**src/rtl/usb_pkg.sv**
```systemverilog
`default_nettype none
// ============================================================================
// Module   : usb_pkg
// Brief    : PID classes and transaction-controller states shared by the USB
//            receiver, transmitter, AHB slave and transaction controller.
// Revision : 1.0 - initial release
// ============================================================================
package usb_pkg;

    typedef enum logic [2:0] {
        PID_NONE  = 3'd0,
        PID_OUT   = 3'd1,
        PID_IN    = 3'd2,
        PID_DATA0 = 3'd3,
        PID_DATA1 = 3'd4,
        PID_ACK   = 3'd5,
        PID_NAK   = 3'd6,
        PID_STALL = 3'd7
    } pid_t;

    typedef enum logic [2:0] {
        ST_IDLE    = 3'd0,
        ST_RX_WAIT = 3'd1,
        ST_TURN    = 3'd2,
        ST_ISSUE   = 3'd3,
        ST_TX_BUSY = 3'd4,
        ST_AWAIT   = 3'd5
    } txn_state_t;

    function automatic logic is_data(input pid_t p);
        return (p == PID_DATA0) || (p == PID_DATA1);
    endfunction

    function automatic logic is_handshake(input pid_t p);
        return (p == PID_ACK) || (p == PID_NAK) || (p == PID_STALL);
    endfunction

endpackage
`default_nettype wire

```
**src/rtl/flex_counter.sv**
```systemverilog
`default_nettype none
// ============================================================================
// Module   : flex_counter
// Brief    : Up-counter with synchronous clear that saturates at rollover_val
//            and flags while sitting on that value.
// Revision : 1.0 - initial release
// ============================================================================
module flex_counter #(
    parameter int WIDTH = 4
) (
    input  logic             clk,
    input  logic             n_rst,
    input  logic             clear,
    input  logic             count_enable,
    input  logic [WIDTH-1:0] rollover_val,
    output logic             rollover_flag
);

    logic [WIDTH-1:0] r_count;

    always_ff @(posedge clk or negedge n_rst) begin
        if (!n_rst) begin
            r_count <= '0;
        end else if (clear) begin
            r_count <= '0;
        end else if (count_enable && (r_count != rollover_val)) begin
            r_count <= r_count + WIDTH'(1);
        end
    end

    assign rollover_flag = (r_count == rollover_val);

endmodule
`default_nettype wire

```
**src/rtl/usb_txn_ctrl.sv**
```systemverilog
`default_nettype none
// ============================================================================
// Module   : usb_txn_ctrl
// Brief    : Arbitrates the USB TX command between automatic handshakes and
//            software requests, enforcing turnaround and host-reply timeout.
// Revision : 1.0 - initial release
// ============================================================================
module usb_txn_ctrl
    import usb_pkg::*;
#(
    parameter int TURNAROUND_CYCLES = 8,
    parameter int RESP_TIMEOUT      = 64,
    parameter int NAK_THRESH        = 48
) (
    input  logic       clk,
    input  logic       n_rst,
    input  logic [2:0] rx_packet,
    input  logic       rx_data_ready,
    input  logic       rx_transfer_active,
    input  logic       rx_error,
    input  logic [5:0] buffer_occupancy_rx,
    input  logic [2:0] ahb_tx_packet,
    input  logic       ahb_tx_req,
    input  logic       auto_hs_en,
    input  logic       tx_transfer_active,
    input  logic       tx_error,
    output logic [2:0] tx_packet,
    output logic       d_mode,
    output logic       ahb_tx_busy,
    output logic       txn_done,
    output logic       txn_timeout,
    output logic       txn_error
);

    localparam int c_max_cycles = (TURNAROUND_CYCLES > RESP_TIMEOUT) ? TURNAROUND_CYCLES : RESP_TIMEOUT;
    localparam int c_cnt_w      = $clog2(c_max_cycles) + 1;
    // Counters stop one short so the command lands exactly N clocks after entry.
    localparam logic [c_cnt_w-1:0] c_turn_last = c_cnt_w'(TURNAROUND_CYCLES - 1);
    localparam logic [c_cnt_w-1:0] c_resp_last = c_cnt_w'(RESP_TIMEOUT - 1);
    localparam logic [5:0]         c_nak_thresh = 6'(NAK_THRESH);

    txn_state_t r_state, w_state_next;
    pid_t       r_chosen, w_chosen_next;
    logic       r_from_slot, w_from_slot_next;
    logic       r_slot_valid;
    pid_t       r_slot_pid;
    pid_t       r_tx_packet;
    logic       r_d_mode, r_txn_done, r_txn_timeout, r_txn_error;
    logic       w_done, w_timeout, w_error, w_slot_drop, w_slot_release;
    logic       w_turn_last, w_resp_last;
    pid_t       w_rx_pid;

    assign w_rx_pid = pid_t'(rx_packet);

    flex_counter #(.WIDTH(c_cnt_w)) u_turn_cnt (
        .clk          (clk),
        .n_rst        (n_rst),
        .clear        (r_state != ST_TURN),
        .count_enable (r_state == ST_TURN),
        .rollover_val (c_turn_last),
        .rollover_flag(w_turn_last)
    );

    flex_counter #(.WIDTH(c_cnt_w)) u_resp_cnt (
        .clk          (clk),
        .n_rst        (n_rst),
        .clear        (r_state != ST_AWAIT),
        .count_enable (r_state == ST_AWAIT),
        .rollover_val (c_resp_last),
        .rollover_flag(w_resp_last)
    );

    always_comb begin
        w_state_next     = r_state;
        w_chosen_next    = r_chosen;
        w_from_slot_next = r_from_slot;
        w_done           = 1'b0;
        w_timeout        = 1'b0;
        w_error          = 1'b0;
        w_slot_drop      = 1'b0;
        case (r_state)
            ST_IDLE: begin
                if (rx_transfer_active) begin
                    w_state_next = ST_RX_WAIT;
                end else if (r_slot_valid && is_handshake(r_slot_pid)) begin
                    w_state_next     = ST_TURN;
                    w_chosen_next    = r_slot_pid;
                    w_from_slot_next = 1'b1;
                end else if (r_slot_valid && !is_data(r_slot_pid)) begin
                    // Token classes can never be transmitted; discard them.
                    w_slot_drop = 1'b1;
                end
            end
            ST_RX_WAIT: begin
                if (rx_data_ready) begin
                    w_state_next = ST_IDLE;
                    if (rx_error) begin
                        w_error = 1'b1;
                    end else if (is_data(w_rx_pid)) begin
                        if (auto_hs_en) begin
                            w_state_next     = ST_TURN;
                            w_chosen_next    = (buffer_occupancy_rx > c_nak_thresh) ? PID_NAK : PID_ACK;
                            w_from_slot_next = 1'b0;
                        end
                    end else if (w_rx_pid == PID_IN) begin
                        w_state_next = ST_TURN;
                        if (r_slot_valid && is_data(r_slot_pid)) begin
                            w_chosen_next    = r_slot_pid;
                            w_from_slot_next = 1'b1;
                        end else begin
                            w_chosen_next    = PID_NAK;
                            w_from_slot_next = 1'b0;
                        end
                    end
                end
            end
            ST_TURN: begin
                if (w_turn_last) begin
                    w_state_next = ST_ISSUE;
                end
            end
            ST_ISSUE: begin
                if (tx_transfer_active) begin
                    w_state_next = ST_TX_BUSY;
                end
            end
            ST_TX_BUSY: begin
                if (tx_error) begin
                    w_error      = 1'b1;
                    w_state_next = ST_IDLE;
                end else if (!tx_transfer_active) begin
                    if (is_data(r_chosen)) begin
                        w_state_next = ST_AWAIT;
                    end else begin
                        w_done       = 1'b1;
                        w_state_next = ST_IDLE;
                    end
                end
            end
            ST_AWAIT: begin
                if (rx_data_ready) begin
                    w_state_next = ST_IDLE;
                    if (!rx_error && (w_rx_pid == PID_ACK)) begin
                        w_done = 1'b1;
                    end else begin
                        w_error = 1'b1;
                    end
                end else if (w_resp_last) begin
                    w_timeout    = 1'b1;
                    w_state_next = ST_IDLE;
                end
            end
            default: begin
                w_state_next = ST_IDLE;
            end
        endcase
    end

    assign w_slot_release = ((r_state == ST_TURN) && w_turn_last && r_from_slot) || w_slot_drop;

    always_ff @(posedge clk or negedge n_rst) begin
        if (!n_rst) begin
            r_state       <= ST_IDLE;
            r_chosen      <= PID_NONE;
            r_from_slot   <= 1'b0;
            r_slot_valid  <= 1'b0;
            r_slot_pid    <= PID_NONE;
            r_tx_packet   <= PID_NONE;
            r_d_mode      <= 1'b0;
            r_txn_done    <= 1'b0;
            r_txn_timeout <= 1'b0;
            r_txn_error   <= 1'b0;
        end else begin
            r_state       <= w_state_next;
            r_chosen      <= w_chosen_next;
            r_from_slot   <= w_from_slot_next;
            r_tx_packet   <= (w_state_next == ST_ISSUE) ? w_chosen_next : PID_NONE;
            r_d_mode      <= (w_state_next == ST_ISSUE) || (w_state_next == ST_TX_BUSY);
            r_txn_done    <= w_done;
            r_txn_timeout <= w_timeout;
            r_txn_error   <= w_error;
            // A request coinciding with the slot being consumed refills it.
            if (w_slot_release || !r_slot_valid) begin
                r_slot_valid <= ahb_tx_req;
                if (ahb_tx_req) begin
                    r_slot_pid <= pid_t'(ahb_tx_packet);
                end
            end
        end
    end

    assign tx_packet   = r_tx_packet;
    assign d_mode      = r_d_mode;
    assign ahb_tx_busy = r_slot_valid;
    assign txn_done    = r_txn_done;
    assign txn_timeout = r_txn_timeout;
    assign txn_error   = r_txn_error;

endmodule
`default_nettype wire
```
**config.mk**
```make
export PLATFORM = sky130hd
export DESIGN_NAME = usb_txn_ctrl
export DESIGN_NICKNAME = d
export VERILOG_FILES = /design/src/rtl/usb_pkg.sv /design/src/rtl/flex_counter.sv /design/src/rtl/usb_txn_ctrl.sv
export SDC_FILE = /design/constraint.sdc
export NUM_CORES = 1
export LEC_CHECK = 0
export ABC_AREA = 0
export CORE_MARGIN = 5
export CORE_UTILIZATION = 30
export DETAILED_ROUTE_END_ITERATION = 8
export GPL_ROUTABILITY_DRIVEN = 0
export PLACE_DENSITY = 0.59
export SYNTH_ARGS = -nofsm -noshare
export SYNTH_HDL_FRONTEND = slang
export SYNTH_SLANG_ARGS = --single-unit
```
**constraint.sdc**
```tcl
create_clock -name clk -period 3.85 [get_ports clk]
set_input_delay 1.155 -clock clk [delete_from_list [all_inputs] [get_ports clk]]
set_output_delay 1.155 -clock clk [all_outputs]
set_load 0.1 [all_outputs]
```
== After elaboration in Yosys (flattened, before gate mapping) ==
Cells that the tools add are included.
Operators by class
  div/mod/pow operators: 0
  $add $sub $neg: 2
  reduce and logical (&&, ||, !) cells: 25
  multipliers: 0
  mux-type cells: 58
  shifts and indexed selects: 0
  order comparisons: 1
  bitwise logic cells: 0
  eq/ne operators: 30
Operators by type and width (number)
  3-bit two-way mux: 21
  3-bit equality test, second input constant: 10
  7-bit two-way mux: 4
  1-bit two-way mux: 25
  3-bit by 2-bit equality test with 1-bit output, second input constant: 7
  3-bit one-hot mux with 6 select lines: 1
  7-bit by 1-bit adder with 7-bit output, second input constant: 2
  3-bit != test, second input constant: 3
  1-bit logical AND: 8
  1-bit logical OR: 8
  2-bit != test, second input constant: 4
  7-bit by 3-bit equality test with 1-bit output, second input constant: 1
  7-bit by 6-bit equality test with 1-bit output, second input constant: 1
  7-bit by 3-bit != test with 1-bit output, second input constant: 1
  7-bit by 6-bit != test with 1-bit output, second input constant: 1
  7-bit AND reduction: 1
  6-bit greater-than comparator, second input constant: 1
  2-bit two-way mux: 3
  3-bit one-hot mux with 2 select lines: 1
  2-bit nonzero test: 3
  1-bit one-hot mux with 2 select lines: 2
  3-bit by 1-bit equality test with 1-bit output, second input constant: 1
  1-bit zero test: 3
  3-bit zero test: 1
  3 further kinds: 3
Word-level totals
  word-level logic and storage cells: 128
  bits in read-only memories: 0
  RAM bits: 0
  input bits: 21
  bits in registers: 32
  bits in latches: 0
  memories: 0
  output and inout bits: 8

== Depth between registers and ports, before layout ==
  depth in word-level cells: 11
  gate-level depth with buffers: 6
  mapped depth without buffers: 5

== Hierarchy ==
Synthesis repeated with hierarchy kept, for this count alone.
Second synthesis, totals
  cells, all modules: 220
  area total of the unflattened synthesis: 2093.3 µm²
By module, submodules not included
  usb_txn_ctrl: cells an instance 126, times used 1, area an instance 1192.4 µm²
  flex_counter: cells an instance 47, times used 2, area an instance 450.4 µm²

== Least setup slack after synthesis ==
OpenSTA, ideal clock, no wires.
  path type: input to register
  start point: in rx_packet[2]
  end point: reg r_from_slot
  data arrival time: 2124 ps
  buffers on the path: 0
  stages on the path: 4
  library setup time: 125 ps
  slack: 1602 ps
  required time: 3725 ps
  cells stage by stage: nor3b_1 or2_2 a31oi_1 mux2_2
Between the ends
  cells in the longest elaborated chain, start to end: 6
  elaborated cells between the ends (all ways): 11
RTL lines
  start: declaration: RTL line usb_txn_ctrl.sv:17  | input logic [2:0] rx_packet,
  3-bit by 2-bit equality test with 1-bit output / 3-bit equality test (equally long branches): RTL line usb_pkg.sv:31  | return (p == PID_DATA0) || (p == PID_DATA1);
  1-bit logical OR: RTL line usb_pkg.sv:31
  1-bit two-way mux: RTL line usb_txn_ctrl.sv:99  | end else if (is_data(w_rx_pid)) begin
  1-bit two-way mux: RTL line usb_txn_ctrl.sv:97  | if (rx_error) begin
  1-bit two-way mux: RTL line usb_txn_ctrl.sv:95  | if (rx_data_ready) begin
  1-bit one-hot mux with 2 select lines: RTL line usb_txn_ctrl.sv:81  | case (r_state)
  end signal: assignment: RTL line usb_txn_ctrl.sv:176  | r_from_slot <= w_from_slot_next;
  end: declaration: RTL line usb_txn_ctrl.sv:44  | logic r_from_slot, w_from_slot_next;
Several ways; a longest one is shown, not always the timed one. The select of a mux whose other input is x is not followed.
A chain may end at the register's enable or synchronous reset.

== Worst setup path in the final report ==
  start point: reg r_txn_error, in the netlist txn_error
  end point: out txn_error
RTL lines
  start: declaration: RTL line usb_txn_ctrl.sv:48  | logic r_d_mode, r_txn_done, r_txn_timeout, r_txn_error;
  start signal: assignment: RTL line usb_txn_ctrl.sv:181  | r_txn_error <= w_error;
  end: declaration: RTL line usb_txn_ctrl.sv:32  | output logic txn_error
No word-level cell between the ends.

==> impl_metrics.env <==
export IMPL_htreeDepth=2
export IMPL_avgSynthCellArea_um2=9.83
export IMPL_seqPwrFrac=0.405
export IMPL_p_per_area_mw_per_mm2=561
export IMPL_synthFlopType="dfrtp_1"
export IMPL_combPwrFrac=0.306
export IMPL_rows=27
export IMPL_setup_viol_count_final=0
export IMPL_grt_pass1_vias=1422
export IMPL_worstPathArrival_ns=1.73
export IMPL_synth_simple_area_share=0.283
export IMPL_path_clk_slew_ns=0.07
export IMPL_synth_compound_area_share=0.152
export IMPL_synth_async_sr_flop_share=1.00
export IMPL_synthDistinctLibCells=49
export IMPL_layout_nets=231
export IMPL_post_route_period_util=0.750
export IMPL_internal_power_mw=0.788
export IMPL_fin_total_pwr_mw=1.23
export IMPL_cp_start_kind="register"
export IMPL_die_h_um=86.1
export IMPL_synth_top_family_by_area="simple AND/OR/NAND/NOR gates"
export IMPL_wirelength_um=3850
export IMPL_tns_ns=0
export IMPL_critPathCaptureType="output port"
export IMPL_antenna_found_initial=0
export IMPL_cts_tree="done"
export IMPL_drt_iter0_drc=42
export IMPL_area_delta_synth_final_pct=26.4
export IMPL_dpl_hpwl_um=2880
export IMPL_io_buffers=28
export IMPL_grt_overflow=0
export IMPL_synth_mux_area_frac=0.0374
export IMPL_rsz0062_at_grt="false"
export IMPL_post_route_drc_count=0
export IMPL_cp_max_fo=1
export IMPL_numCtsBuffers=5
export IMPL_core_mm2=0.00557
export IMPL_initial_core_util=0.312
export IMPL_path_delay_family="buffers and inverters"
export IMPL_cts_sinks=32
export IMPL_synth_adder_area_share=0.0144
export IMPL_whs_ns=0.531
export IMPL_cts_buffer_depth=2
export IMPL_post_cts_resized=0
export IMPL_place_area_mm2=0.00207
export IMPL_design_area_mm2=0.00220
export IMPL_p_leak_nw=0.947
export IMPL_max_freq_mhz=346
export IMPL_p_clk_frac=0.290
export IMPL_drive_above_1_share=0.120
export IMPL_grt_usage=0.110
export IMPL_cp_required_ns=2.69
export IMPL_antennaDiodeCount=0
export IMPL_p_switching_mw=0.446
export IMPL_synthCells=177
export IMPL_finClkSkew_ns=0.00164
export IMPL_yosysWarnings=0
export IMPL_grt_max_degree=33
export IMPL_grt_pass1_wl_um=6420
export IMPL_die_w_um=86.1
export IMPL_synth_seq_cells=32
export IMPL_cts_setup_buffers=0
export IMPL_via_count=1439
export IMPL_die_area_mm2=0.00742
export IMPL_fillers=554
export IMPL_io_pins=29
export IMPL_ctsHoldBuffers=0
export IMPL_synth_xor_area_frac=0.0302
export IMPL_path_cells="clkdlybuf4s50_1"
export IMPL_tightest_slew_ns=0.965
export IMPL_path_buf_inv=1
export IMPL_hold_viol_final=0
export IMPL_status="finished clean"
export IMPL_hold_path_class="register to register"
export IMPL_drt_pass1_iter_count=4
export IMPL_drv_cap=0
export IMPL_relSlewSlack=0.355
export IMPL_layout_common_cells="dfrtp_1, clkdlybuf4s50_1, nor2_1, o21ai_0"
export IMPL_wire_per_inst_um=13.7
export IMPL_slowest_stage="clkdlybuf4s50_1"
export IMPL_max_stage_delay_ns=1.12
export IMPL_mostFrequentLayoutCell="dfrtp_1"
export IMPL_switching_share=0.362
export IMPL_fin_crit_ns=2.89
export IMPL_slew_violations=0
export IMPL_synth_fp_nets=200
export IMPL_ant_nets=0
export IMPL_root_buffer="clkbuf_8"
export IMPL_syn_cell_area_mm2=0.00174
export IMPL_synth_edf_count=0
export IMPL_peakVddDrop_uv=254
export IMPL_clock_latency_ns=0.28
export IMPL_ys_seq_area_frac=0.460
export IMPL_path_class="register to output port"
export IMPL_via_per_inst=5.12
==> worst register-to-register path, cell delays in order (launching register included) <==
cell and delay (ns):
dfrtp_1 0.53, or3b_1 0.59, nor4_4 0.24, o21ai_2 0.11, mux2_1 0.32
==> state kept, by name, indices dropped and copies added, names as in the netlist <==
signal / cells
r_state: 3
u_resp_cnt.r_count: 7
d_mode: 1
r_slot_pid: 3
u_turn_cnt.r_count: 7
r_from_slot: 1
txn_done: 1
txn_timeout: 1
ahb_tx_busy: 1
r_chosen: 3
tx_packet: 3
txn_error: 1
==> worst paths after layout <==
kind,depth (start not counted),startpoint,end,slack (ns)
worst max register to register,4,r_state[0],r_slot_pid[1],1.94
worst min register to register,1,r_from_slot,r_from_slot,0.53
worst min-delay path,1,r_from_slot,r_from_slot,0.53
min in group asynchronous,2,n_rst,tx_packet[2],1.27
max in group asynchronous,2,n_rst,u_turn_cnt.r_count[5],2.28
worst max-delay path,1,txn_error,txn_error,0.96
==> power groups by stage <==
stage / registers (mW) / logic [mW] / clock network (mW)
6_report: 0.499 / 0.377 / 0.357
3_5_place_dp: 0.503 / 0.381 / 0
3_3_place_gp: 0.503 / 0.379 / 0
5_1_grt: 0.511 / 0.417 / 0.376
4_1_cts: 0.497 / 0.382 / 0.367
2_1_floorplan: 0.532 / 0.247 / 0
==> cells by family (layout without fill, tap and decap cells) <==
logic type	after synthesis	count (layout)
compound gates	40	40
xor+xnor	6	6
fa+ha+maj	2	2
buf+inv	8	40
flops	32	32
mux	6	6
simple gates	83	83
==> layout make-up <==
type / count / area, um^2 / share of cell area
multi-input cells: 137 / 900 / 0.409
flip-flops and latches: 32 / 801 / 0.364
repair buffers: 29 / 270 / 0.123
clock buffers: 7 / 96.3 / 0.0438
well taps: 72 / 90.1 / 0.0410
clock inverters: 1 / 30.0 / 0.0137
inverters: 3 / 11.3 / 0.00512
==> synthesized netlist by cell type, types with 4 or more instances <==
cell type	instances	area [um^2]
nand3b_1	4	30.0
nor2_1	15	56.3
a21oi_1	8	40.0
xor2_1	5	43.8
nand2_1	10	37.5
or2_2	4	25.0
nand3_1	10	50.1
dfrtp_1	32	801
nor3b_1	6	45.0
o21ai_0	11	55.1
nor3_1	5	25.0
nor2b_1	7	43.8
==> metrics by stage <==
| step | std cells | utilization | setup slack (ns) |
|---|---|---|---|
| 2_1_floorplan | 177 | - | 1.60 |
| 4_1_cts | 281 | 0.394 | 0.946 |
| 5_1_grt | 281 | 0.394 | 0.925 |
| 6_report | 281 | 0.394 | 0.963 |
| 3_5_place_dp | 273 | 0.372 | 0.942 |
| 3_3_place_gp | 273 | 0.372 | 0.968 |
==> metal layers <==
metal,up-vias,GRT usage,wire [um]
met3,9,0.0336,144
met5,-,0,0
li1,720,-,-
met1,677,0.136,1840
met4,0,0.0489,85
met2,33,0.177,1780
Note: power is estimated with default switching activity, not from simulation.
